$ cat config.mk
export PLATFORM = sky130hd
export DESIGN_NAME = rgmii_tx_framer
export DESIGN_NICKNAME = d
export VERILOG_FILES = /design/src/rtl/rgmii_tx_framer_pkg.sv /design/src/rtl/crc32_byte.sv /design/src/rtl/rgmii_tx_framer.sv
export SDC_FILE = /design/constraint.sdc
export NUM_CORES = 1
export LEC_CHECK = 0
export ABC_AREA = 1
export BUFFER_PORTS_ARGS = -buffer_cell sky130_fd_sc_hd__buf_2
export CAP_MARGIN = 5
export CORE_ASPECT_RATIO = 0.8
export CORE_UTILIZATION = 62
export CTS_CLUSTER_DIAMETER = 40
export DETAILED_ROUTE_END_ITERATION = 12
export PLACE_DENSITY = 0.76
export RECOVER_POWER = 100
export REMOVE_ABC_BUFFERS = 1
export SLEW_MARGIN = 20
export SYNTH_ARGS = -nofsm -noshare
export SYNTH_HDL_FRONTEND = slang
export SYNTH_SLANG_ARGS = --single-unit
$ cat constraint.sdc
create_clock -name clock -period 4.1 [get_ports clock]
set_input_delay 0.615 -clock clock [delete_from_list [all_inputs] [get_ports clock]]
set_output_delay 0.615 -clock clock [all_outputs]
set_load 0.03 [all_outputs]
$ cat src/rtl/rgmii_tx_framer_pkg.sv
`default_nettype none
// =====================================================================
// Package  : rgmii_tx_framer_pkg
// Brief    : Shared state encoding, framing bytes and CRC-32 constants
//            for the RGMII transmit framer.
// Revision : 1.0
// =====================================================================
package rgmii_tx_framer_pkg;

    localparam int c_STATE_W = 3;

    localparam logic [c_STATE_W-1:0] c_ST_IDLE  = 3'd0;
    localparam logic [c_STATE_W-1:0] c_ST_SEND  = 3'd1;
    localparam logic [c_STATE_W-1:0] c_ST_DRAIN = 3'd2;
    localparam logic [c_STATE_W-1:0] c_ST_PAD   = 3'd3;
    localparam logic [c_STATE_W-1:0] c_ST_FCS   = 3'd4;
    localparam logic [c_STATE_W-1:0] c_ST_GAP   = 3'd5;
    localparam logic [c_STATE_W-1:0] c_ST_DROP  = 3'd6;

    localparam logic [7:0]  c_PREAMBLE_BYTE = 8'h55;
    localparam logic [7:0]  c_SFD_BYTE      = 8'hD5;
    localparam logic [31:0] c_CRC_POLY      = 32'h04C11DB7;
    localparam logic [31:0] c_CRC_INIT      = 32'hFFFFFFFF;

    // Rising DDR edge carries the low nibble of each byte.
    localparam logic c_NIB_LOW_ON_RISE = 1'b1;

    function automatic logic [31:0] reflect32(input logic [31:0] v);
        logic [31:0] r;
        for (int i = 0; i < 32; i++) begin
            r[i] = v[31-i];
        end
        return r;
    endfunction

endpackage
`default_nettype wire

$ cat src/rtl/crc32_byte.sv
`default_nettype none
// =====================================================================
// Module   : crc32_byte
// Brief    : Combinational next-state of the reflected Ethernet CRC-32
//            register after absorbing one byte (LSB first).
// Revision : 1.0
// =====================================================================
module crc32_byte
    import rgmii_tx_framer_pkg::*;
(
    input  logic [31:0] i_crc,
    input  logic [7:0]  i_data,
    output logic [31:0] o_crc
);

    localparam logic [31:0] c_POLY_REFL = reflect32(c_CRC_POLY);

    logic [31:0] w_crc;

    always_comb begin
        w_crc = i_crc ^ {24'h000000, i_data};
        for (int i = 0; i < 8; i++) begin
            w_crc = w_crc[0] ? ((w_crc >> 1) ^ c_POLY_REFL) : (w_crc >> 1);
        end
        o_crc = w_crc;
    end

endmodule
`default_nettype wire

$ cat src/rtl/rgmii_tx_framer.sv
`default_nettype none
// =====================================================================
// Module   : rgmii_tx_framer
// Brief    : Byte-wide Ethernet TX framer feeding an external RGMII DDR
//            cell: preamble/SFD, zero padding, CRC-32 FCS and IFG.
// Revision : 1.0
// =====================================================================
module rgmii_tx_framer
    import rgmii_tx_framer_pkg::*;
#(
    parameter int PREAMBLE_LEN = 8,
    parameter int IFG_BYTES    = 12,
    parameter int MIN_PAYLOAD  = 60,
    parameter int APPEND_FCS   = 1
) (
    input  logic        clock,
    input  logic        reset,
    input  logic [7:0]  data,
    input  logic        tx_enable,
    output logic        ready,
    output logic        active,
    output logic        dropped,
    output logic [3:0]  tx_nib_rise,
    output logic [3:0]  tx_nib_fall,
    output logic        tx_en_out,
    output logic [15:0] frame_len
);

    localparam logic [4:0]  c_DRAIN_LAST = 5'(PREAMBLE_LEN - 1);
    localparam logic [4:0]  c_GAP_LAST   = 5'(IFG_BYTES - 1);
    localparam logic [3:0]  c_PRE_BYTES  = 4'(PREAMBLE_LEN);
    localparam logic [15:0] c_MIN_LEN    = 16'(MIN_PAYLOAD);
    localparam logic [c_STATE_W-1:0] c_ST_AFTER_DATA = (APPEND_FCS != 0) ? c_ST_FCS : c_ST_GAP;

    logic [c_STATE_W-1:0] r_state;
    logic [c_STATE_W-1:0] w_state_next;
    logic [7:0]  r_sr [PREAMBLE_LEN];
    logic [7:0]  r_hold;
    logic [4:0]  r_cnt;
    logic [3:0]  r_pre_cnt;
    logic [15:0] r_len_cnt;
    logic [15:0] w_len_next;
    logic        w_len_done;
    logic [31:0] r_crc;
    logic [31:0] w_crc_next;
    logic [31:0] w_fcs;
    logic        r_rej;
    logic        r_dropped;
    logic        w_in_tail;
    logic        w_drop_start;
    logic [7:0]  w_byte;
    logic        w_en;
    logic        w_shift;
    logic        w_payload;
    logic [7:0]  r_tx_byte;
    logic        r_tx_en;
    logic [15:0] r_frame_len;

    crc32_byte u_crc (
        .i_crc  (r_crc),
        .i_data (w_byte),
        .o_crc  (w_crc_next)
    );

    assign w_fcs      = ~r_crc;
    assign w_len_next = (w_payload && (r_len_cnt != 16'hFFFF)) ? r_len_cnt + 16'd1 : r_len_cnt;
    assign w_len_done = (w_len_next >= c_MIN_LEN);
    assign w_in_tail  = (r_state == c_ST_DRAIN) || (r_state == c_ST_PAD) ||
                        (r_state == c_ST_FCS)   || (r_state == c_ST_GAP);
    assign w_drop_start = tx_enable && !r_rej && w_in_tail;

    always_ff @(posedge clock) begin
        if (reset) begin
            r_state <= c_ST_IDLE;
        end else begin
            r_state <= w_state_next;
        end
    end

    always_comb begin
        w_state_next = r_state;
        case (r_state)
            c_ST_IDLE:  if (tx_enable)  w_state_next = c_ST_SEND;
            c_ST_SEND:  if (!tx_enable) w_state_next = c_ST_DRAIN;
            c_ST_DRAIN: if (r_cnt == c_DRAIN_LAST) w_state_next = w_len_done ? c_ST_AFTER_DATA : c_ST_PAD;
            c_ST_PAD:   if (w_len_done) w_state_next = c_ST_AFTER_DATA;
            c_ST_FCS:   if (r_cnt == 5'd3) w_state_next = c_ST_GAP;
            // A frame still held at the end of the gap was already rejected.
            c_ST_GAP:   if (r_cnt == c_GAP_LAST) w_state_next = tx_enable ? c_ST_DROP : c_ST_IDLE;
            c_ST_DROP:  if (!tx_enable) w_state_next = c_ST_IDLE;
            default:    w_state_next = c_ST_IDLE;
        endcase
    end

    always_comb begin
        w_byte    = 8'h00;
        w_en      = 1'b0;
        w_shift   = 1'b0;
        w_payload = 1'b0;
        case (r_state)
            c_ST_SEND, c_ST_DRAIN: begin
                w_byte    = r_sr[PREAMBLE_LEN-1];
                w_en      = 1'b1;
                w_shift   = 1'b1;
                w_payload = (r_pre_cnt == c_PRE_BYTES);
            end
            c_ST_PAD: begin
                w_en      = 1'b1;
                w_payload = 1'b1;
            end
            c_ST_FCS: begin
                w_en = 1'b1;
                case (r_cnt[1:0])
                    2'd0:    w_byte = w_fcs[7:0];
                    2'd1:    w_byte = w_fcs[15:8];
                    2'd2:    w_byte = w_fcs[23:16];
                    default: w_byte = w_fcs[31:24];
                endcase
            end
            default: ;
        endcase
    end

    // Delay line: holds the preamble while idle, payload slides in behind it.
    always_ff @(posedge clock) begin
        if (reset || (r_state == c_ST_IDLE)) begin
            for (int i = 0; i < PREAMBLE_LEN; i++) begin
                r_sr[i] <= (i == 0) ? c_SFD_BYTE : c_PREAMBLE_BYTE;
            end
        end else if (w_shift) begin
            r_sr[0] <= r_hold;
            for (int i = 1; i < PREAMBLE_LEN; i++) begin
                r_sr[i] <= r_sr[i-1];
            end
        end
    end

    always_ff @(posedge clock) begin
        if (reset) begin
            r_hold      <= 8'h00;
            r_cnt       <= 5'd0;
            r_pre_cnt   <= 4'd0;
            r_len_cnt   <= 16'd0;
            r_crc       <= c_CRC_INIT;
            r_rej       <= 1'b0;
            r_dropped   <= 1'b0;
            r_tx_byte   <= 8'h00;
            r_tx_en     <= 1'b0;
            r_frame_len <= 16'd0;
        end else begin
            if (tx_enable) begin
                r_hold <= data;
            end
            r_cnt <= (w_state_next != r_state) ? 5'd0 : r_cnt + 5'd1;
            if (r_state == c_ST_IDLE) begin
                r_pre_cnt <= 4'd0;
                r_len_cnt <= 16'd0;
                r_crc     <= c_CRC_INIT;
            end else begin
                if (w_shift && (r_pre_cnt != c_PRE_BYTES)) begin
                    r_pre_cnt <= r_pre_cnt + 4'd1;
                end
                r_len_cnt <= w_len_next;
                if (w_payload) begin
                    r_crc <= w_crc_next;
                end
            end
            r_rej     <= tx_enable ? (r_rej || w_drop_start) : 1'b0;
            r_dropped <= w_drop_start;
            r_tx_byte <= w_byte;
            r_tx_en   <= w_en;
            if ((w_state_next == c_ST_GAP) && (r_state != c_ST_GAP)) begin
                r_frame_len <= w_len_next;
            end
        end
    end

    assign ready       = (r_state == c_ST_IDLE);
    assign active      = (r_state != c_ST_IDLE) || tx_enable;
    assign dropped     = r_dropped;
    assign tx_nib_rise = c_NIB_LOW_ON_RISE ? r_tx_byte[3:0] : r_tx_byte[7:4];
    assign tx_nib_fall = c_NIB_LOW_ON_RISE ? r_tx_byte[7:4] : r_tx_byte[3:0];
    assign tx_en_out   = r_tx_en;
    assign frame_len   = r_frame_len;

endmodule
`default_nettype wire

==> Yosys cells after proc, flatten, opt, wreduce, memory -nomap -nowiden <==
Memory sizes are Yosys's and may differ from the RTL's.
Cells that the tools add are included.
{ "op_classes": {"bitwise_logic": 19, "order_cmp": 1, "reduce_logical": 20, "eq_ne": 17, "n_mux": 37, "n_addsub": 3} }
{ "ops": {"columns": ["operator", "count"], "rows": [
  ["$mux W32", 8],
  ["$not A13 Y14", 8],
  ["$mux W8", 8],
  ["$not A32 Y32", 1],
  ["$xor A32 B8 Y32", 1],
  ["$mux W3", 9],
  ["$pmux W8 S3", 1],
  ["$pmux W3 S7", 1],
  ["$add A16 B1 Y16 const B", 1],
  ["$ge A16 B6 Y1 const B", 1],
  ["$mux W16", 1],
  ["$ne A16 B16 Y1 const B", 1],
  ["$pmux W8 S2", 1],
  ["$eq A3 B3 Y1 const B", 4],
  ["$or A1 B1 Y1", 8],
  ["$reduce_or A2 Y1", 4],
  ["$mux W1", 7],
  ["$eq A3 B2 Y1 const B", 2],
  ["$logic_or A1 B1 Y1", 6],
  ["$add A5 B1 Y5 const B", 1],
  ["$eq A5 B2 Y1 const B", 1],
  ["$eq A5 B3 Y1 const B", 1],
  ["$eq A5 B4 Y1 const B", 1],
  ["$logic_and A1 B1 Y1", 5],
  ["15 further kinds", 15]
]} }
{ "word_totals": {"mem_count": 1, "word_cells": 109, "regBits": 95, "out_inout_bits": 28, "ram_bits": 64} }
{ "memory_table": {"columns": ["name", "words", "word_bits", "read_ports", "rd_ports_with_merged_regs", "write_ports", "line", "source"], "rows": [
  ["r_sr", 8, 8, 8, 0, 8, "rgmii_tx_framer.sv:37", "logic [7:0] r_sr [PREAMBLE_LEN];"]
]} }

==> Longest topological paths before layout <==
{ "depth": {"word_depth": 20, "mapped_depth": 20, "ltp_nobuf": 20} }

==> Hierarchy <==
From an unflattened synthesis, not the netlist that was laid out.
{ "hier_totals": {"cells_unflattened": 1000, "area_unflattened_um2": 7961.4} }
{ "by_module_without_submodules": {"columns": ["mod", "instances", "cells_each", "seq_area_each_um2", "area_per_inst_um2"], "rows": [
  ["rgmii_tx_framer", 1, 781, 3823.7, 6774.0],
  ["crc32_byte", 1, 219, 0.0, 1187.4]
]} }

==> Worst setup path before layout <==
No wires, ideal clock.
{ "synth_path": {"path_kind": "register -> register", "from": "register r_state[1]", "to": "memory r_sr[0][0] (enable)", "path_stages_with_launch": 8, "required_time_ps": 3677, "arrival_time_ps": 2953, "path_slack_ps": 723, "path_cell_list": "dfxtp_1 > nor2_1 > inv_2 > nor2_1 > nor2_1 > clkbuf_1 > buf_1 > nand2_1"} }
{ "synth_rtl": {"columns": ["item", "line", "source"], "rows": [
  ["start: declaration", "rgmii_tx_framer.sv:35", "logic [c_STATE_W-1:0] r_state;"],
  ["start signal: assignment", "rgmii_tx_framer.sv:74", "r_state <= c_ST_IDLE;"],
  ["start signal: assignment", "rgmii_tx_framer.sv:76", "r_state <= w_state_next;"],
  ["end: declaration", "rgmii_tx_framer.sv:37", null]
]} }

==> metrics.yaml <==
critPathLaunchType: "primary input"
ir_worst_vdd_mv: 0.3373
crit_type: "in2reg"
max_stage_delay_ns: 1.15
synthesis.area_um2: 7925
combPwrFrac_pct: 10.7
synth_cell_types: 45
synth_area_leaders: "edfxtp_1, dfxtp_1, nand2_1, inv_1, nor2_1"
track_usage_pct: 25.87
fp.dieW_um: 128.4
grt_pass1_vias: 5480
fin_nets: 1021
ys.flop_type: "dfxtp_1"
chipHeight_um: 103.1
setup_viol: 0
p_per_area_nw_per_um2: 422.2
core-area_um2: 12300
internal_power_mw: 2.713
die_area_um2: 13240
p_sw_uw: 952.5
cp.arrival_ns: 3.35
portBuffers: 38
path_cells: "clkbuf_1 -> nor2_1 -> clkbuf_1 -> nand2_2 -> clkbuf_2"
yosys_warnings: 0
synthArstFlopShare_pct: 0
place_ws_ns: 1.361
drtAntennaViolNets: 0
n_fill_cell: 1026
worst_pin_slew_ns: 1.556
root_buffer: "clkbuf_16"
p_clk_share_pct: 42.6
grt_pass1_wl_um: 26120
crit_path_end_kind: "flop"
path_delay_family: "buffers and inverters"
area_growth_pct: 9.552
drc: 0
stdcell_count: 1187
rsz0062_at_grt: "false"
finalCritPeriodShare_pct: 80.91
vias: 6097
path_buf_inv: 3
finClkSkew_ns: 0.008822
pwr-share-seq_pct: 46.7
syn_inst: 972
violations: "capacitance limit, slew limit"
clockBufferDepth: 2
maxSlewViolCount: 65
initial_core_util_pct: 64.45
wl_um: 16030
cts_tree: "built"
swShare_pct: 25.98
wl_per_cell_um: 13.50
dpl.hpwl_um: 10490
diodes: 0
critPathSlowestCell: "clkbuf_2"
clock_latency_ns: 0.43
cts.clk_slew.worst_paths_ns: 0.06
status: "finished with violations"
final_util_pct: 70.60
cts_setup_buffers: 0
cp.required_ns: 4.13
fmax_ghz: 0.3014
yosysSeqAreaShare_pct: 48.25
rows: 36
timing.critical_path.mode_cell: "clkbuf_1"
firstDrtPassIters: 5
mostFrequentLayoutCell: "nand2_1"
synth_top_area_share_pct: 24.25
grt_max_degree: 65
cts_resized: 0
htree_levels: 4
slew_headroom_pct: -3.737
fin_crit_ns: 3.317
io_pins: 39
ys_ff_latch: 159
place.gp.congestion: 0.9081
dp_cells: 1155
setup_ws_ns: 0.7827
final-hold-violation-count: 0
viasPerCell: 5.136
gr-total-overflow: 0
drt_iter0_markers: 343
critical_path.max_fanout: 64
synth_edf_count: 64
layout-drive-gt1-share_pct: 12.50
avgSynthCellArea_um2: 8.153
clock-sinks: 159
layout_common_cells: "nand2_1, inv_1, nor2_1, dfxtp_1, edfxtp_1"
yosys.area.top_type: "edfxtp_1"
cts_hold_buf: 0
antenna_found_initial: 0
p_leak_nw: 3.666
hp-class: "in2reg"
cts_buffers: 17
max-cap-violations: 1
==> routing by layer <==
layer	global-route usage [%]	wire, µm	vias up
met5	0	0	-
met4	10.59	357	0
met3	5.189	600	31
met2	42.41	7450	135
met1	33.86	7617	2776
li1	-	-	3155
==> per-stage QoR <==
step	instance area [µm²]	TNS [ns]	hold slack, ns	total power, mW
detailed placement	8214	0	0.4509	2.142
global route	8682	0	0.4046	3.802
CTS	8792	0	0.3939	3.693
finish	8682	0	0.4076	3.666
floorplan	7767	-6.339	0.4362	2.042
global placement	8214	0	0.4458	2.134
==> registers in the layout, summed over array words and instances (netlist names) <==
signal     cells
r_pre_cnt      4
r_rej          1
r_cnt          5
dropped        1
r_tx_byte      8
r_sr          64
tx_en_out      1
frame_len     16
r_crc         32
r_hold         8
r_len_cnt     16
r_state        3
==> cell type report <==
type | instances | area [µm²] | area share (%)
Tap cell | 171 | 214.0 | 2.464
Timing Repair Buffer | 43 | 177.7 | 2.046
Sequential cell | 159 | 3824 | 44.04
Multi-Input combinational cell | 646 | 3377 | 38.90
Clock inverter | 13 | 135.1 | 1.556
Clock buffer | 19 | 442.9 | 5.102
Inverter | 136 | 511.7 | 5.894
==> worst paths after layout <==
path / start / end / slack (ns) / cells past startpoint
hold / removal: data[7] / r_hold[7]$_SDFFE_PP0P_ / 0.41 / 3
setup reg to reg: r_state[2]$_SDFF_PP0_ / r_crc[24]$_SDFFE_PP1P_ / 0.87 / 16
hold reg to reg: r_hold[3]$_SDFFE_PP0P_ / r_hold[3]$_SDFFE_PP0P_ / 0.46 / 2
setup / recovery: reset / r_sr[0][21]$_SDFFCE_PN0P_ / 0.78 / 5
==> power by group through the flow <==
stage	clock network, mW	logic, mW	registers, mW
floorplan	0	0.290	1.75
detailed placement	0	0.398	1.74
global placement	0	0.392	1.74
CTS	1.58	0.402	1.71
finish	1.56	0.392	1.71
global route	1.65	0.439	1.72
==> cell usage after synthesis (2+ instances only) <==
cell type	n
dfxtp_1	95
o211ai_1	22
o21ai_0	32
or2_2	34
clkinv_1	2
buf_6	3
nand2_8	2
nand4_1	3
nand2_4	8
nor2_1	100
o21ai_1	4
nand3b_1	3
a21oi_2	4
nand2_2	26
nand3_1	43
nand3_2	4
nor2_2	2
o21bai_1	4
xor2_1	25
edfxtp_1	64
nand2_1	233
nor4_1	3
nor3_1	9
clkbuf_1	23
ha_1	7
o221ai_1	10
buf_2	2
a21oi_1	37
buf_1	2
nor3_2	5
inv_1	123
xnor2_1	13
nor2_4	2
or2_1	3
inv_2	10
==> cell families (layout without fill, tap and decap cells) <==
| family | Yosys count | in the layout | synth area share (%) |
|---|---|---|---|
| simple gates | 482 | 482 | 28.31 |
| flops | 159 | 159 | 48.25 |
| buf+inv | 167 | 211 | 8.462 |
| compound gates | 117 | 117 | 9.125 |
| fa+ha+maj | 7 | 7 | 1.105 |
| xor+xnor | 40 | 40 | 4.752 |
==> worst register-to-register path, stage by stage, from the launching register on <==
cell and delay (ns):
dfxtp_1 0.46, clkinvlp_2 0.29, nor2_1 0.46, inv_1 0.29, a21oi_1 0.19, nand2_1 0.09, nand2_1 0.08, inv_1 0.06
nand2_1 0.05, nand2_1 0.22, inv_1 0.24, nand2_1 0.08, nand2_1 0.19, xor2_1 0.22, nand2_1 0.07, nand2_1 0.05
o21bai_1 0.06
No activity file was read; power rests on OpenSTA's default activity.
